`config.mk`:
```
export PLATFORM = sky130hd
export DESIGN_NAME = usb_tx_packet_ctrl_flat
export DESIGN_NICKNAME = d
export VERILOG_FILES = /design/src/rtl/usb_tx_packet_ctrl_if.sv /design/src/rtl/usb_tx_packet_ctrl.sv /design/src/flat_wrapper.sv
export SDC_FILE = /design/constraint.sdc
export NUM_CORES = 1
export LEC_CHECK = 0
export ABC_AREA = 1
export CORE_MARGIN = 2
export CORE_UTILIZATION = 35
export CTS_BUF_LIST = sky130_fd_sc_hd__clkbuf_16
export DETAILED_ROUTE_END_ITERATION = 7
export GPL_ROUTABILITY_DRIVEN = 1
export PLACE_DENSITY = 0.57
export SLEW_MARGIN = 10
export SYNTH_ARGS = -nofsm -noshare
export SYNTH_HDL_FRONTEND = slang
export SYNTH_SLANG_ARGS = --single-unit
```
`constraint.sdc`:
```
create_clock -name clk -period 4.8 [get_ports clk]
set_input_delay 0.72 -clock clk [delete_from_list [all_inputs] [get_ports clk]]
set_output_delay 0.72 -clock clk [all_outputs]
set_load 0.01 [all_outputs]
```
`src/rtl/usb_tx_packet_ctrl_if.sv`:
```
// TX FIFO side of the USB transmit packet controller: occupancy, head byte and pop strobe.
interface usb_tx_packet_ctrl_if #(
    parameter int OCC_W = 7
);
    logic [OCC_W-1:0] buffer_occupancy;
    logic [7:0]       tx_packet_data;
    logic             get_tx_packet_data;

    // master: the packet controller consuming bytes; slave: the FIFO supplying them
    modport master (input buffer_occupancy, input tx_packet_data, output get_tx_packet_data);
    modport slave  (output buffer_occupancy, output tx_packet_data, input get_tx_packet_data);
endinterface

```
`src/rtl/usb_tx_packet_ctrl.sv`:
```
// USB full-speed TX packet sequencer: SYNC, PID, payload, CRC16, EOP.
// Macro USB_TX_CRC16_EN enables real CRC16; otherwise fixed bytes 0x0D/0x0E are sent.
module usb_tx_packet_ctrl #(
    parameter int OCC_W       = 7,
    parameter int MAX_PAYLOAD = 64
) (
    input  logic                 clk,
    input  logic                 n_rst,
    input  logic                 bit_strobe,
    input  logic                 byte_done,
    input  logic [2:0]           tx_packet,
    usb_tx_packet_ctrl_if.master fifo,
    output logic                 tx_error,
    output logic                 tx_transfer_active,
    output logic [7:0]           data_out,
    output logic                 pts_enable,
    output logic                 timer_enable,
    output logic                 encoder_enable,
    output logic                 eop_enable
);
    localparam int CW = $clog2(MAX_PAYLOAD + 1);
    localparam logic [CW-1:0] MAX_CNT = CW'(MAX_PAYLOAD);

    typedef enum logic [3:0] {
        IDLE, SYNC, PID, DATA, CRC_LO, CRC_HI, EOP1, EOP2, EOP3
    } state_t;

    state_t        state, state_n;
    logic [2:0]    pkt_type, pkt_n;
    logic [CW-1:0] count, count_n, cnt_base;
    logic          get_n, err_n, active_n, pts_n, tmr_n, eop_n;
    logic [7:0]    data_n, crc_lo, crc_hi;
    logic          boundary, occ_nz, is_handshake;

    assign boundary     = byte_done & bit_strobe;
    assign occ_nz       = |fifo.buffer_occupancy;
    assign is_handshake = pkt_type inside {3'd2, 3'd3, 3'd4};

    function automatic logic [7:0] pid_byte(input logic [2:0] t);
        case (t)
            3'd1:    pid_byte = 8'hC3;
            3'd2:    pid_byte = 8'hD2;
            3'd3:    pid_byte = 8'h5A;
            3'd4:    pid_byte = 8'h1E;
            3'd5:    pid_byte = 8'h4B;
            default: pid_byte = 8'h00;
        endcase
    endfunction

`ifdef USB_TX_CRC16_EN
    logic [15:0] crc, crc_n, crc_base;

    function automatic logic [15:0] crc16_byte(input logic [15:0] c, input logic [7:0] d);
        logic [15:0] r;
        r = c;
        for (int unsigned i = 0; i < 8; i++)
            r = (r[0] ^ d[i]) ? ((r >> 1) ^ 16'hA001) : (r >> 1);
        return r;
    endfunction

    // PID-state boundary seeds the CRC so a zero-length packet closes from 0xFFFF
    assign crc_base = (state == PID) ? 16'hFFFF : crc;
    assign crc_lo   = ~crc_base[7:0];
    assign crc_hi   = ~crc[15:8];
`else
    assign crc_lo = 8'h0D;
    assign crc_hi = 8'h0E;
`endif

    assign cnt_base = (state == PID) ? '0 : count;

    always_ff @(posedge clk) begin
        if (!n_rst) begin
            state                   <= IDLE;
            pkt_type                <= '0;
            count                   <= '0;
            fifo.get_tx_packet_data <= 1'b0;
            tx_error                <= 1'b0;
            tx_transfer_active      <= 1'b0;
            data_out                <= '0;
            pts_enable              <= 1'b0;
            timer_enable            <= 1'b0;
            encoder_enable          <= 1'b0;
            eop_enable              <= 1'b0;
`ifdef USB_TX_CRC16_EN
            crc                     <= '0;
`endif
        end else begin
            state                   <= state_n;
            pkt_type                <= pkt_n;
            count                   <= count_n;
            fifo.get_tx_packet_data <= get_n;
            tx_error                <= err_n;
            tx_transfer_active      <= active_n;
            data_out                <= data_n;
            pts_enable              <= pts_n;
            timer_enable            <= tmr_n;
            encoder_enable          <= tmr_n;
            eop_enable              <= eop_n;
`ifdef USB_TX_CRC16_EN
            crc                     <= crc_n;
`endif
        end
    end

    always_comb begin
        state_n  = state;
        pkt_n    = pkt_type;
        count_n  = count;
        get_n    = 1'b0;
        err_n    = 1'b0;
        pts_n    = 1'b0;
        data_n   = data_out;
        active_n = tx_transfer_active;
        tmr_n    = timer_enable;
        eop_n    = eop_enable;
`ifdef USB_TX_CRC16_EN
        crc_n    = crc;
`endif
        case (state)
            IDLE: begin
                if (tx_packet inside {[3'd1:3'd5]}) begin
                    pkt_n    = tx_packet;
                    data_n   = 8'h80;
                    pts_n    = 1'b1;
                    active_n = 1'b1;
                    tmr_n    = 1'b1;
                    state_n  = SYNC;
                end else if (tx_packet[2:1] == 2'b11) begin
                    err_n = 1'b1;
                end
            end
            SYNC: if (boundary) begin
                data_n  = pid_byte(pkt_type);
                pts_n   = 1'b1;
                state_n = PID;
            end
            // PID (data types) and DATA share one load rule, seeded via cnt_base/crc_base
            PID, DATA: if (boundary) begin
                if (state == PID && is_handshake) begin
                    eop_n   = 1'b1;
                    state_n = EOP1;
                end else if (occ_nz && cnt_base < MAX_CNT) begin
                    data_n  = fifo.tx_packet_data;
                    pts_n   = 1'b1;
                    get_n   = 1'b1;
                    count_n = cnt_base + CW'(1);
`ifdef USB_TX_CRC16_EN
                    crc_n   = crc16_byte(crc_base, fifo.tx_packet_data);
`endif
                    state_n = DATA;
                end else begin
                    data_n  = crc_lo;
                    pts_n   = 1'b1;
                    count_n = cnt_base;
                    err_n   = occ_nz;
`ifdef USB_TX_CRC16_EN
                    crc_n   = crc_base;
`endif
                    state_n = CRC_LO;
                end
            end
            CRC_LO: if (boundary) begin
                data_n  = crc_hi;
                pts_n   = 1'b1;
                state_n = CRC_HI;
            end
            CRC_HI: if (boundary) begin
                eop_n   = 1'b1;
                state_n = EOP1;
            end
            EOP1: if (bit_strobe) state_n = EOP2;
            EOP2: if (bit_strobe) begin
                eop_n   = 1'b0;
                state_n = EOP3;
            end
            EOP3: if (bit_strobe) begin
                eop_n    = 1'b0;
                tmr_n    = 1'b0;
                active_n = 1'b0;
                state_n  = IDLE;
            end
            default: state_n = IDLE;
        endcase
    end
endmodule

```
`src/flat_wrapper.sv`:
```
// flat-port wrapper written by rule: the top's interface ports become plain ports
module usb_tx_packet_ctrl_flat 
#(
    parameter int OCC_W       = 7,
    parameter int MAX_PAYLOAD = 64
)
  (clk, n_rst, bit_strobe, byte_done, tx_packet, tx_error, tx_transfer_active, data_out, pts_enable, timer_enable, encoder_enable, eop_enable, fifo_buffer_occupancy, fifo_tx_packet_data, fifo_get_tx_packet_data);
  usb_tx_packet_ctrl_if #(.OCC_W(OCC_W)) fifo_i ();
  input  logic clk;
  input  logic n_rst;
  input  logic bit_strobe;
  input  logic byte_done;
  input  logic [2:0] tx_packet;
  output logic tx_error;
  output logic tx_transfer_active;
  output logic [7:0] data_out;
  output logic pts_enable;
  output logic timer_enable;
  output logic encoder_enable;
  output logic eop_enable;
  input wire logic [$bits(fifo_i.buffer_occupancy)-1:0] fifo_buffer_occupancy;
  input wire logic [$bits(fifo_i.tx_packet_data)-1:0] fifo_tx_packet_data;
  output wire logic [$bits(fifo_i.get_tx_packet_data)-1:0] fifo_get_tx_packet_data;
  assign fifo_i.buffer_occupancy = fifo_buffer_occupancy;
  assign fifo_i.tx_packet_data = fifo_tx_packet_data;
  assign fifo_get_tx_packet_data = fifo_i.get_tx_packet_data;
  usb_tx_packet_ctrl #(.OCC_W(OCC_W), .MAX_PAYLOAD(MAX_PAYLOAD)) u_core (.clk(clk), .n_rst(n_rst), .bit_strobe(bit_strobe), .byte_done(byte_done), .tx_packet(tx_packet), .fifo(fifo_i), .tx_error(tx_error), .tx_transfer_active(tx_transfer_active), .data_out(data_out), .pts_enable(pts_enable), .timer_enable(timer_enable), .encoder_enable(encoder_enable), .eop_enable(eop_enable));
endmodule
```
======== Word-level counts from Yosys, hierarchy flattened ========
Index checks and enable logic that the tools add are counted.
storage, ports and cells
  logic and storage cells ................. 102
  input port bits ......................... 22
  bits in registers ....................... 27
operators by class
  order comparisons ....................... 3
  bitwise gates (word level) .............. 5
  muxes and demuxes ....................... 40
  $add $sub $neg .......................... 1
  reduce and logical (&&, ||, !) cells .... 19
  equality and inequality tests ........... 25
operators with widths
  operator                                                               number
  8-bit 2-to-1 mux                                                       6
  8-bit one-hot mux with 5 select lines                                  1
  4-bit 2-to-1 mux                                                       9
  4-bit one-hot mux with 8 select lines                                  1
  8-bit one-hot mux with 4 select lines                                  1
  4-bit by 3-bit equality test with 1-bit output, second input constant  4
  1-bit 2-to-1 mux                                                       15
  7-bit 2-to-1 mux                                                       2
  2-bit by 1-bit != test with 1-bit output, second input constant        7
  4-bit by 2-bit equality test with 1-bit output, second input constant  2
  2-bit != test, second input constant                                   4
  8-bit AND reduction                                                    1
  7-bit by 1-bit adder with 7-bit output, second input constant          1
  7-bit less-than comparator, second input constant                      1
  7-bit OR reduction                                                     1
  3-bit by 2-bit equality test with 1-bit output, second input constant  2
  3-bit equality test, second input constant                             2
  1-bit one-hot mux with 3 select lines                                  2
  3-bit AND reduction                                                    2
  6-bit AND reduction                                                    1
  3-bit nonzero test                                                     2
  2-bit OR reduction                                                     3
  5-bit AND reduction                                                    1
  4-bit by 1-bit equality test with 1-bit output, second input constant  1
  other kinds (15)                                                       21

======== Depth between registers and ports, before layout ========
  word-level depth ........................ 8
  gate-level depth with buffers ........... 12

======== Least setup slack after synthesis ========
OpenSTA, ideal clock, no wires.
  path kind ............................... input to register
  start ................................... input bit_strobe
  end ..................................... register u_core.state[0]
  arrival time ............................ 1.491 ns
  path slack .............................. 3.177 ns
  stages .................................. 9
  path buffers ............................ 0
  cell sequence ........................... nand2_1 -> nand3_1 -> nand2_1 -> inv_1 -> nand2_2 -> nor2_4 -> inv_2 -> nand2_1 -> a21oi_1
on the way
  word-level cells in the longest chain between the ends .. 3
RTL lines
  element                                             line                      source
  start, declared                                     flat_wrapper.sv:11        input logic bit_strobe;
  1-bit bitwise AND                                   usb_tx_packet_ctrl.sv:35  assign boundary = byte_done & bit_strobe;
  2-bit by 1-bit != test with 1-bit output (no line)  n/a
  8-bit AND reduction (no line) (*)                   n/a
  end signal, assigned                                usb_tx_packet_ctrl.sv:89  state <= state_n;
  end, declared                                       usb_tx_packet_ctrl.sv:28  state_t state, state_n;
Mark *: on every way between the ends. The rest lies on a longest branch, timed or not.
A chain may end at the register's enable or synchronous reset.

======== Worst setup path after layout ========
  start ................................... input n_rst
  end ..................................... register u_core.fifo.get_tx_packet_data
on the way
  word-level cells in the longest chain between the ends .. 2
RTL lines
  element                       line                         source
  start, declared               flat_wrapper.sv:10           input logic n_rst;
  1-bit inverter (no line)      n/a
  4-bit OR reduction (no line)  n/a
  end signal, assigned          usb_tx_packet_ctrl.sv:92     fifo.get_tx_packet_data <= get_n;
  end, declared                 usb_tx_packet_ctrl_if.sv:10  modport master (input buffer_occupancy, input tx_packet_data, output get_tx_packet_data);
Every way passes these cells.

==> metrics.cfg <==
[clocking]
path_clk_slew_ps = 70
hold_buffers = 0
clock_sinks = 27
h-tree-depth = 1
cts_tree = built
root_buffer = clkbuf_16
postCtsSetupRepairBufs = 0
post_cts_resize_count = 0
cts.path.max_buffers = 2
cts_made_buffers = 3
insertion_delay_ps = 270

[sta]
worstMarginPinSlew_ps = 556
hold_viol_final = 0
rsz0062_at_grt = no
clock_skew_ps = 2.92
period_share = 0.471
max_freq_mhz = 442
finalWorstPathRequiredPeriod_ps = 2260
worst_slack_ps = 2540
max_slew_margin = 0.627
final-setup-viol-count = 0
maxSlewViolCount = 0
setup_tns_ps = 0

[pwr]
power.density_mw_per_mm2 = 467
p_total_mw = 1.07
p_int_uw = 599
leakagePower_nw = 1.01
clock_power_share = 0.185
ir_drop_uv = 196
power.switching_uw = 473
seqPwrFrac = 0.306
power_frac_comb = 0.509
swShare = 0.441

[grt]
overflow = 0
grt_max_degree = 19
antenna_found_initial = 0
grt_pass1_vias = 1553
grt_pass1_wl_um = 7170
track_usage = 0.163

[logic_synthesis]
synth_xor_area_frac = 0
yosysSeqAreaShare = 0.300
ys_warn_count = 0
synth_compound_area_frac = 0.133
synthMuxAreaShare = 0
synthSimpleGateAreaFrac = 0.442
yosys.cell_types.count = 33
synth_top_family_by_area = simple AND/OR/NAND/NOR gates
synth.area.top_cells = dfxtp_1 (30%), nand2_1 (16%), inv_1 (6.5%), a21oi_1 (6.4%), nand2_4 (4.4%)
synth_nets = 293
ys_ff_latch = 27
syn-cell-area_mm2 = 0.00180
synth_fa_ha_area_frac = 0.0208
synth_top_area_share = 0.300
synth_top_area_cell = dfxtp_1
syn-instance-count = 268
avgSynthCellArea_um2 = 6.72

[finish]
antennaDiodeCount = 0
layout.area.seq_um2 = 541
multi_input_area_mm2 = 0.00107
final_common_cell = nand2_1
layout-drive-gt1-share = 0.129
nNetsFinal = 329
fill_cells = 549
layout_common_cells = nand2_1 (79), clkdlybuf4s50_1 (36), inv_1 (31)
synthToLayoutAreaGrowth_pct = 27.6

[floorplan]
fp.dieW_um = 75.8
core-area_mm2 = 0.00504
initial_utilization = 0.357
die_h_um = 75.8
rows = 26
num_io_pins = 37
die_area_mm2 = 0.00574

[placed_design]
pre_cts_ws_ps = 2230
port_buffers = 36
gp_congestion = 0.797
dp_hpwl_um = 3270

[critical_path]
arrival_ps = 2430
crit_required_ps = 4970
critical_path.max_fanout = 18
path_class = primary input to flop
endpoint_kind = flop
cpMaxStageDelayCell = clkdlybuf4s50_1
max_stage_delay_ps = 730
cp-start-kind = primary input
path_cells = clkdlybuf4s50_1 > clkinv_1 > nor4_1

[status]
outcome = complete, no violations

[route]
ant_nets = 0
drt-pass1-iter-count = 4
drt_iter0_drc = 75
post_drt_wl_per_cell_um = 11.2
route.detailed.drc = 0
finalWirelength_um = 4160
vias_per_cell = 4.61
via_count = 1720

[run]
maxCapViolCount = 0

[hold_path]
hold_class = flop to flop

## metrics by stage
stage	std cells	instance area [µm²]	util	hold slack, ps
global placement	369	2220	0.439	439
floorplan	268	1800	-	463
CTS	373	2300	0.456	459
global route	373	2300	0.456	486
detailed placement	369	2220	0.439	448
finish	373	2300	0.456	451
## final timing paths
| path | cells past startpoint | slack [ps] | startpoint | endpoint |
|---|---|---|---|---|
| worst max-delay path | 3 | 2540 | n_rst | u_core.fifo.get_tx_packet_data |
| worst max register to register | 11 | 2980 | u_core.state[1] | u_core.count[4] |
| worst min register to register | 2 | 450 | u_core.eop_enable | u_core.eop_enable |
| worst min-delay path | 2 | 450 | u_core.eop_enable | u_core.eop_enable |
## synthesized netlist by cell type, drive strengths merged
cell / instances
a41oi: 1
inv: 39
o211ai: 2
nand3b: 1
nor2: 32
clkinv: 1
clkbuf: 2
o22ai: 1
nor3: 1
nand4: 5
ha: 3
o21ai: 15
a211oi: 1
o21bai: 1
nor4: 1
nand2: 90
buf: 3
nand3: 19
a21oi: 23
dfxtp: 27
## layer usage
| metal | wire (µm) | track usage | vias up |
|---|---|---|---|
| met5 | 0 | 0 | - |
| met1 | 2040 | 0.220 | 753 |
| met4 | 59 | 0.0526 | 0 |
| li1 | - | - | 928 |
| met2 | 1930 | 0.273 | 34 |
| met3 | 132 | 0.0159 | 5 |
## state kept, by name, indices dropped and copies added (netlist names)
signal and flops:
u_core.tx_transfer_active 1, u_core.tx_error 1, u_core.count 7, u_core.pkt_type 3
u_core.state 4, u_core.eop_enable 1, u_core.pts_enable 1, u_core.fifo.get_tx_packet_data 1
u_core.data_out 8
## logic make-up after synthesis
family | count (synthesis)
buffers and inverters | 45
AO/OA/AOI/OAI | 44
adder cells (fa/ha/maj) | 3
flip-flops | 27
AND/OR/NAND/NOR | 149
## power by group through the flow
stage | Combinational (mW) | Clock, mW | Sequential, mW
6_report | 0.546 | 0.198 | 0.328
5_1_grt | 0.620 | 0.215 | 0.339
4_1_cts | 0.555 | 0.206 | 0.329
3_5_place_dp | 0.552 | 0 | 0.334
3_3_place_gp | 0.550 | 0 | 0.333
2_1_floorplan | 0.411 | 0 | 0.324
## area by class of cell
| type | instances | area share |
|---|---|---|
| Multi-Input combinational cell | 196 | 0.467 |
| Sequential cell | 27 | 0.235 |
| Timing Repair Buffer | 36 | 0.157 |
| Inverter | 40 | 0.0675 |
| Tap cell | 70 | 0.0381 |
| Clock buffer | 3 | 0.0327 |
| Clock inverter | 1 | 0.00327 |
## worst max-delay path, delay by kind of cell
family | cells | cell delay, ps
simple gates | 1 | 400
buf+inv | 2 | 1310
Note: power is estimated with default switching activity, not from simulation.
